===== src/rtl/alu_pipe_arbiter.sv =====
// Round-robin front end sharing one add/sub pipeline between two requesters.
// Credits guarantee every issued result has a free response FIFO slot.
module alu_pipe_arbiter #(
  parameter int DWIDTH     = 8,
  parameter int LATENCY    = 3,
  parameter int FIFO_DEPTH = 4
) (
  input  logic              clk,
  input  logic              rst,
  input  logic              req0_valid_i,
  output logic              req0_ready_o,
  input  logic [DWIDTH-1:0] req0_op1_i,
  input  logic [DWIDTH-1:0] req0_op2_i,
  input  logic              req1_valid_i,
  output logic              req1_ready_o,
  input  logic [DWIDTH-1:0] req1_op1_i,
  input  logic [DWIDTH-1:0] req1_op2_i,
  output logic              resp0_valid_o,
  input  logic              resp0_ready_i,
  output logic [DWIDTH-1:0] resp0_data_o,
  output logic              resp1_valid_o,
  input  logic              resp1_ready_i,
  output logic [DWIDTH-1:0] resp1_data_o,
  output logic [DWIDTH-1:0] pipe_op1_o,
  output logic [DWIDTH-1:0] pipe_op2_o,
  input  logic [DWIDTH-1:0] pipe_res_i,
  output logic              busy_o
);
  localparam int AW = $clog2(FIFO_DEPTH);
  localparam int CW = $clog2(FIFO_DEPTH + 1);
  localparam logic [CW-1:0] CREDIT_MAX = CW'(FIFO_DEPTH);
  localparam logic [CW-1:0] CNT_INC    = {{(CW-1){1'b0}}, 1'b1};
  localparam logic [AW:0]   PTR_INC    = {{AW{1'b0}}, 1'b1};

  logic [1:0]         req_valid_s, resp_ready_s, elig_s, grant_s;
  logic [1:0]         push_s, pop_s, empty_s, full_s;
  logic               prio_r;
  logic [CW-1:0]      out_r [2];
  logic [LATENCY-1:0] tag_v_r, tag_id_r;
  logic [DWIDTH-1:0]  mem_r [2][FIFO_DEPTH];
  logic [AW:0]        wr_ptr_r [2];
  logic [AW:0]        rd_ptr_r [2];
  logic [DWIDTH-1:0]  head_s [2];

  assign req_valid_s  = {req1_valid_i, req0_valid_i};
  assign resp_ready_s = {resp1_ready_i, resp0_ready_i};
  assign elig_s[0]    = req_valid_s[0] && (out_r[0] < CREDIT_MAX);
  assign elig_s[1]    = req_valid_s[1] && (out_r[1] < CREDIT_MAX);

  // Arbiter: a lone eligible requester always wins; ties go to the pointer.
  always_comb begin
    grant_s = 2'b00;
    if (!rst) begin
      grant_s = 2'b00;
    end else if (elig_s == 2'b11) begin
      grant_s = prio_r ? 2'b10 : 2'b01;
    end else begin
      grant_s = elig_s;
    end
  end

  assign req0_ready_o = grant_s[0];
  assign req1_ready_o = grant_s[1];

  // Issue mux: granted operands go straight to the pipeline, zeros when idle.
  always_comb begin
    pipe_op1_o = '0;
    pipe_op2_o = '0;
    if (grant_s[0]) begin
      pipe_op1_o = req0_op1_i;
      pipe_op2_o = req0_op2_i;
    end else if (grant_s[1]) begin
      pipe_op1_o = req1_op1_i;
      pipe_op2_o = req1_op2_i;
    end else begin
      pipe_op1_o = '0;
      pipe_op2_o = '0;
    end
  end

  // Priority pointer hands priority to the other requester after each grant.
  always_ff @(posedge clk) begin
    if (!rst) begin
      prio_r <= 1'b0;
    end else if (grant_s[0]) begin
      prio_r <= 1'b1;
    end else if (grant_s[1]) begin
      prio_r <= 1'b0;
    end else begin
      prio_r <= prio_r;
    end
  end

  // Tag pipe mirrors the ALU latency so each result knows its owner.
  always_ff @(posedge clk) begin
    if (!rst) begin
      tag_v_r  <= '0;
      tag_id_r <= '0;
    end else begin
      tag_v_r[0]  <= |grant_s;
      tag_id_r[0] <= grant_s[1];
      for (int i = 1; i < LATENCY; i++) begin
        tag_v_r[i]  <= tag_v_r[i-1];
        tag_id_r[i] <= tag_id_r[i-1];
      end
    end
  end

  assign push_s[0] = tag_v_r[LATENCY-1] & ~tag_id_r[LATENCY-1];
  assign push_s[1] = tag_v_r[LATENCY-1] &  tag_id_r[LATENCY-1];

  // Outstanding-credit counters: grant takes a credit, pop returns it.
  always_ff @(posedge clk) begin
    if (!rst) begin
      out_r[0] <= '0;
      out_r[1] <= '0;
    end else begin
      for (int k = 0; k < 2; k++) begin
        case ({grant_s[k], pop_s[k]})
          2'b10:   out_r[k] <= out_r[k] + CNT_INC;
          2'b01:   out_r[k] <= out_r[k] - CNT_INC;
          default: out_r[k] <= out_r[k];
        endcase
      end
    end
  end

  // Response FIFO pointers; the extra MSB separates full from empty.
  always_ff @(posedge clk) begin
    if (!rst) begin
      for (int k = 0; k < 2; k++) begin
        wr_ptr_r[k] <= '0;
        rd_ptr_r[k] <= '0;
      end
    end else begin
      for (int k = 0; k < 2; k++) begin
        wr_ptr_r[k] <= push_s[k] ? wr_ptr_r[k] + PTR_INC : wr_ptr_r[k];
        rd_ptr_r[k] <= pop_s[k]  ? rd_ptr_r[k] + PTR_INC : rd_ptr_r[k];
      end
    end
  end

  // FIFO storage needs no reset; emptiness is tracked by the pointers.
  always_ff @(posedge clk) begin
    for (int k = 0; k < 2; k++) begin
      if (push_s[k]) begin
        mem_r[k][wr_ptr_r[k][AW-1:0]] <= pipe_res_i;
      end
    end
  end

  always_comb begin
    for (int k = 0; k < 2; k++) begin
      empty_s[k] = (wr_ptr_r[k] == rd_ptr_r[k]);
      full_s[k]  = (wr_ptr_r[k][AW] != rd_ptr_r[k][AW]) &&
                   (wr_ptr_r[k][AW-1:0] == rd_ptr_r[k][AW-1:0]);
      pop_s[k]   = ~empty_s[k] & resp_ready_s[k];
      head_s[k]  = empty_s[k] ? '0 : mem_r[k][rd_ptr_r[k][AW-1:0]];
    end
  end

  assign resp0_valid_o = ~empty_s[0];
  assign resp1_valid_o = ~empty_s[1];
  assign resp0_data_o  = head_s[0];
  assign resp1_data_o  = head_s[1];
  assign busy_o        = (|tag_v_r) | ~empty_s[0] | ~empty_s[1];

  alu_pipe_arbiter_chk u_chk (
    .clk   (clk),
    .rst   (rst),
    .grant (grant_s),
    .push  (push_s),
    .pop   (pop_s),
    .full  (full_s)
  );
endmodule

module alu_pipe_arbiter_chk (
  input logic       clk,
  input logic       rst,
  input logic [1:0] grant,
  input logic [1:0] push,
  input logic [1:0] pop,
  input logic [1:0] full
);
  // A push may only land on a full FIFO when a pop frees the head that cycle.
  push_no_overflow: assert property (@(posedge clk) disable iff (!rst)
    ((push & full & ~pop) == 2'b00));
  single_grant: assert property (@(posedge clk) disable iff (!rst) $onehot0(grant));
endmodule


===== config.mk =====
export PLATFORM = sky130hd
export DESIGN_NAME = alu_pipe_arbiter
export DESIGN_NICKNAME = d
export VERILOG_FILES = /design/src/rtl/alu_pipe_arbiter.sv
export SDC_FILE = /design/constraint.sdc
export NUM_CORES = 1
export LEC_CHECK = 0
export BUFFER_PORTS_ARGS = -buffer_cell sky130_fd_sc_hd__buf_4
export CORE_ASPECT_RATIO = 0.5
export CORE_MARGIN = 2
export CORE_UTILIZATION = 48
export DETAILED_ROUTE_END_ITERATION = 10
export PLACE_DENSITY = 0.84
export SYNTH_ARGS = -nofsm -noshare
export SYNTH_HDL_FRONTEND = slang
export SYNTH_SLANG_ARGS = --single-unit

===== constraint.sdc =====
create_clock -name clk -period 2.55 [get_ports clk]
set_input_delay 0.255 -clock clk [delete_from_list [all_inputs] [get_ports clk]]
set_output_delay 0.255 -clock clk [all_outputs]
set_load 0.03 [all_outputs]

# After elaboration in Yosys (flattened, before gate mapping)
# Memory sizes are Yosys's and may differ from the RTL's.
# Index checks and enable logic that the tools add are counted.
[op_classes]
n_bitwise = 23
muxes = 62
n_reduce_logical = 10
magnitude_cmp = 8
add_sub_neg = 8
eq_ne = 7
[ops]
columns = ["operator", "n"]
rows = [
  ["32-bit two-way mux", 4],
  ["8-bit two-way mux", 12],
  ["3-bit two-way mux", 14],
  ["8-bit binary-select mux with 2-bit select", 2],
  ["8-bit demux with 2-bit select", 2],
  ["32-bit OR reduction", 1],
  ["1-bit two-way mux", 25],
  ["3-bit by 1-bit adder with 3-bit output (second input constant)", 6],
  ["3-bit >= comparator (second input constant)", 4],
  ["2-bit inverter with 3-bit output", 4],
  ["1-bit OR", 12],
  ["2-bit == test (second input constant)", 3],
  ["3-bit == test", 2],
  ["3-bit by 1-bit less-than comparator with 1-bit output (second input constant)", 2],
  ["3-bit less-than comparator (second input constant)", 2],
  ["2-bit two-way mux", 3],
  ["2-bit OR reduction", 3],
  ["3-bit by 1-bit subtractor with 3-bit output (second input constant)", 2],
  ["1-bit AND", 4],
  ["2-bit by 1-bit == test with 1-bit output (second input constant)", 2],
  ["1-bit logical AND", 4],
  ["1-bit inverter", 3],
  ["3-bit OR reduction", 1],
  ["2-bit nonzero test", 1],
]
[totals]
ff_bits = 7
inputBits = 46
out_inout_bits = 37
ram_bits = 82
n_memories = 4
word_cells = 125
[mem_list]
columns = ["memory", "depth", "width", "read_ports", "rd_clocked_by_memory_dff", "wr", "line_no", "source"]
rows = [
  ["mem_r", 2, 32, 2, 0, 1, "40", "logic [DWIDTH-1:0] mem_r [2][FIFO_DEPTH];"],
  ["out_r", 2, 3, 2, 0, 2, "38", "logic [CW-1:0] out_r [2];"],
  ["rd_ptr_r", 2, 3, 2, 0, 2, "42", "logic [AW:0] rd_ptr_r [2];"],
  ["wr_ptr_r", 2, 3, 2, 0, 2, "41", "logic [AW:0] wr_ptr_r [2];"],
]

# Depth between registers and ports, before layout
[depth]
depth_word = 12
depth_mapped = 10

# Worst setup path after synthesis
# OpenSTA, ideal clock, no wires.
[synth_path]
path_kind = "register to register"
start = "memory out_r[0][2] (netlist bit)"
end = "memory out_r[1][2] (netlist bit), data pin"
n_path_buf = 1
required_time_ns = 2.285
t_arrival_ns = 2.251
stages_incl_launch_ff = 9
synth_period_minus_slack_ns = 2.516
setup_ns = 0.265
slack_ns = 0.034
path_cell_list = "edfxtp_1 -> nand3b_1 -> a21oi_2 -> buf_2 -> inv_1 -> ha_1 -> o41ai_1 -> or3_1 -> o22ai_1"
[synth_rtl]
columns = ["item", "line_no"]
rows = [
  ["start, declared", "38"],
]

==> flow_metrics.tcl <==
set metrics [dict create \
    synth_common_cells "edfxtp_1 (70), and2_1 (23), dfxtp_1 (19)" \
    combPwrFrac 0.340 \
    cts_htree_levels 3 \
    antenna_found_initial 0 \
    clk_path_buf_depth 2 \
    path_class "reg -> reg" \
    max_freq_mhz 424 \
    rows 23 \
    worstPathMaxFanout 7 \
    yosys-top-cells-area "edfxtp_1 (51%), dfxtp_1 (9.2%), mux4_2 (8.7%), ha_1 (4.8%), and2_1 (3.5%)" \
    fillers 626 \
    peakVddDrop_mv 0.429 \
    wl_per_cell_um 17.5 \
    clock-sinks 89 \
    numCtsBuffers 9 \
    p_leak_uw 0.00204 \
    track_usage 0.198 \
    cp.required_ps 2740 \
    whs_ps 155 \
    fin_setup_tns_ps 0 \
    yosysWarnings 0 \
    post-synth-top-count-cell "edfxtp_1" \
    final_antenna_net_count 0 \
    slew_viol_final 0 \
    rsz0062_at_grt "false" \
    setup_ws_ps 193 \
    use_met2 0.353 \
    final_cells 499 \
    fin_nets 445 \
    ys_ff_latch 89 \
    cts_setup_buffers 0 \
    die_x_um 136 \
    met3_usage 0.0504 \
    hold_path_class "in -> reg" \
    hold_viol_final 0 \
    cts_tree "yes" \
    yosys.area.top_type_share 0.506 \
    n_antenna_cell 0 \
    cp-start-kind "flop" \
    fin_crit_sh 0.924 \
    fin_skew_ps 4.83 \
    p_sw_frac 0.320 \
    busiest_layer "met2" \
    fin_crit_ps 2360 \
    seqPwrFrac 0.377 \
    dp_slack_ps 64.5 \
    ys_async_sr_fraction 0 \
    start_util 0.506 \
    powerDensity_nw_per_um2 864 \
    io_pins 83 \
    fin_area_sq_um 5220 \
    worstPathArrival_ps 2550 \
    yosysSeqAreaShare 0.598 \
    area_growth_pct 25.8 \
    ys_dominant_reg_cell "edfxtp_1" \
    cpPeakStageDelay_ps 400 \
    cp_slowest_cell "fa_1" \
    outcome "finished clean" \
    via_per_inst 5.46 \
    num_vias 2726 \
    power.switching_uw 1440 \
    clkPwrFrac 0.283 \
    synth_cells 290 \
    relSlewSlack 0.684 \
    drc 0 \
    overflow 0 \
    syn-cell-area_sq_um 4150 \
    synth_top_area_cell "edfxtp_1" \
    routed_wl_um 8710 \
    worstRegToRegCells 9 \
    dp_hpwl_um 6240 \
    use_met1 0.228 \
    dpl_cell_area_sq_um 4910 \
    synth.distinct_cells 46 \
    clk_pin_slew_ps 60 \
    core-area_sq_um 8200 \
    grt_pass1_vias 2967 \
    clk_latency_ps 330 \
    cp_cell_sequence "xnor2_2 -> and3_1 -> nor2_2 -> ha_2 -> nand2_1 -> fa_1 -> xor2_1 -> mux2_2 -> nor2_1" \
    grt_max_degree 24 \
    setup_viol 0 \
    drive_gt1_frac 0.364 \
    dp.cells 483 \
    routabilityCongestion 0.761 \
    die_area_sq_um 9450 \
    root_buffer "clkbuf_16" \
    synth_edf_count 70 \
    worst_pin_slew_ps 474 \
    avgSynthCellArea_sq_um 14.3 \
    hold_path_depth 1 \
    grt_pass1_wl_um 14100 \
    portBuffers 82 \
    fp.dieH_um 69.8 \
    drv_cap 0 \
    end_kind "flop" \
    drt_iter0_drc 285 \
    drtPass1Iterations 4 \
    synth_nets 353 \
    p_int_uw 3070 \
]
worst max-delay path: cells and delay by family (launching register included):
family	cells	cell delay [ps]
simple gates	4	540
fa+ha+maj	2	610
flops	1	370
xor+xnor	2	350
mux	1	340
final cells by class:
class | count | area [sq um] | share of cell area
sequential | 89 | 2480 | 0.476
clock buffer | 9 | 225 | 0.0431
inverter | 16 | 60.1 | 0.0115
multi-input combinational | 174 | 1550 | 0.297
timing repair buffer | 92 | 691 | 0.132
clock inverter | 7 | 68.8 | 0.0132
tap | 112 | 140 | 0.0268
metal layers:
layer / share of wire / wire (um)
met1: 0.40 / 3480
met2: 0.53 / 4580
met3: 0.058 / 505
met4: 0.015 / 133
met5: 0 / 0
cell usage in the layout (no fill, tap or decap), types with 2 or more instances in the layout:
master,Yosys,routed
buf_4,1,92
a22o_2,8,8
nor2_1,15,14
clkbuf_16,0,9
nor3_1,2,2
a41oi_1,2,2
nor2b_1,2,2
ha_1,16,15
xor2_1,7,7
and3_1,6,6
clkinv_1,1,3
inv_1,15,15
o21ai_0,6,6
o22ai_1,2,2
a21oi_1,6,6
and2_1,23,23
a22o_1,8,8
nand4_1,2,2
nand2_1,8,8
edfxtp_1,70,70
clkinv_4,0,2
nor4_1,2,2
mux4_2,16,16
o211ai_1,3,3
or3_1,2,2
dfxtp_1,19,18
nand4b_1,3,3
nand3b_1,6,6
xnor2_1,11,10
mux2i_1,2,2
nand3_1,4,4
path summary, 6_finish.rpt:
check,start,endpoint,slack (ps)
max,wr_ptr_r[0][1],out_r[0][2],190
min,pipe_res_i[0],mem_r[0][48],160
max reg2reg,wr_ptr_r[0][1],out_r[0][2],190
min reg2reg,tag_id_r[0],tag_id_r[1],440
metrics by stage:
step | utilization | total power [uW]
global placement | 0.599 | 3200
global route | 0.637 | 4720
finish | 0.637 | 4510
detailed placement | 0.599 | 3260
CTS | 0.635 | 4540
floorplan | - | 2720
power groups by stage:
stage          Sequential [uW]  Combinational (uW)  Clock, uW
2_1_floorplan             1730                 989          0
3_5_place_dp              1730                1530          0
5_1_grt                   1710                1640       1370
6_report                  1700                1530       1280
4_1_cts                   1700                1530       1300
3_3_place_gp              1720                1480          0
sequential cells by signal, summed over array words and instances (netlist names):
register	flops
tag_v_r	3
mem_r	64
rd_ptr_r	6
wr_ptr_r	6
tag_id_r	3
prio_r	1
out_r	6
repair_timing:
| action | 4_1_cts | 5_1_grt |
|---|---|---|
| gates resized for setup | 0 | 4 |
| hold buffers | 0 | 0 |
| endpoints found under the hold margin | 0 | 0 |
| endpoints found under the setup margin | 0 | 1 |
cells by family after synthesis:
logic type | synth area share
DFF | 0.598
muxes | 0.0943
adders and majority gates | 0.0530
buffers and inverters | 0.0310
xor gates and xnor gates | 0.0380
AOI/OAI and AO/OA | 0.0723
and+or+nand+nor | 0.113
Note: power is estimated with default switching activity, not from simulation.
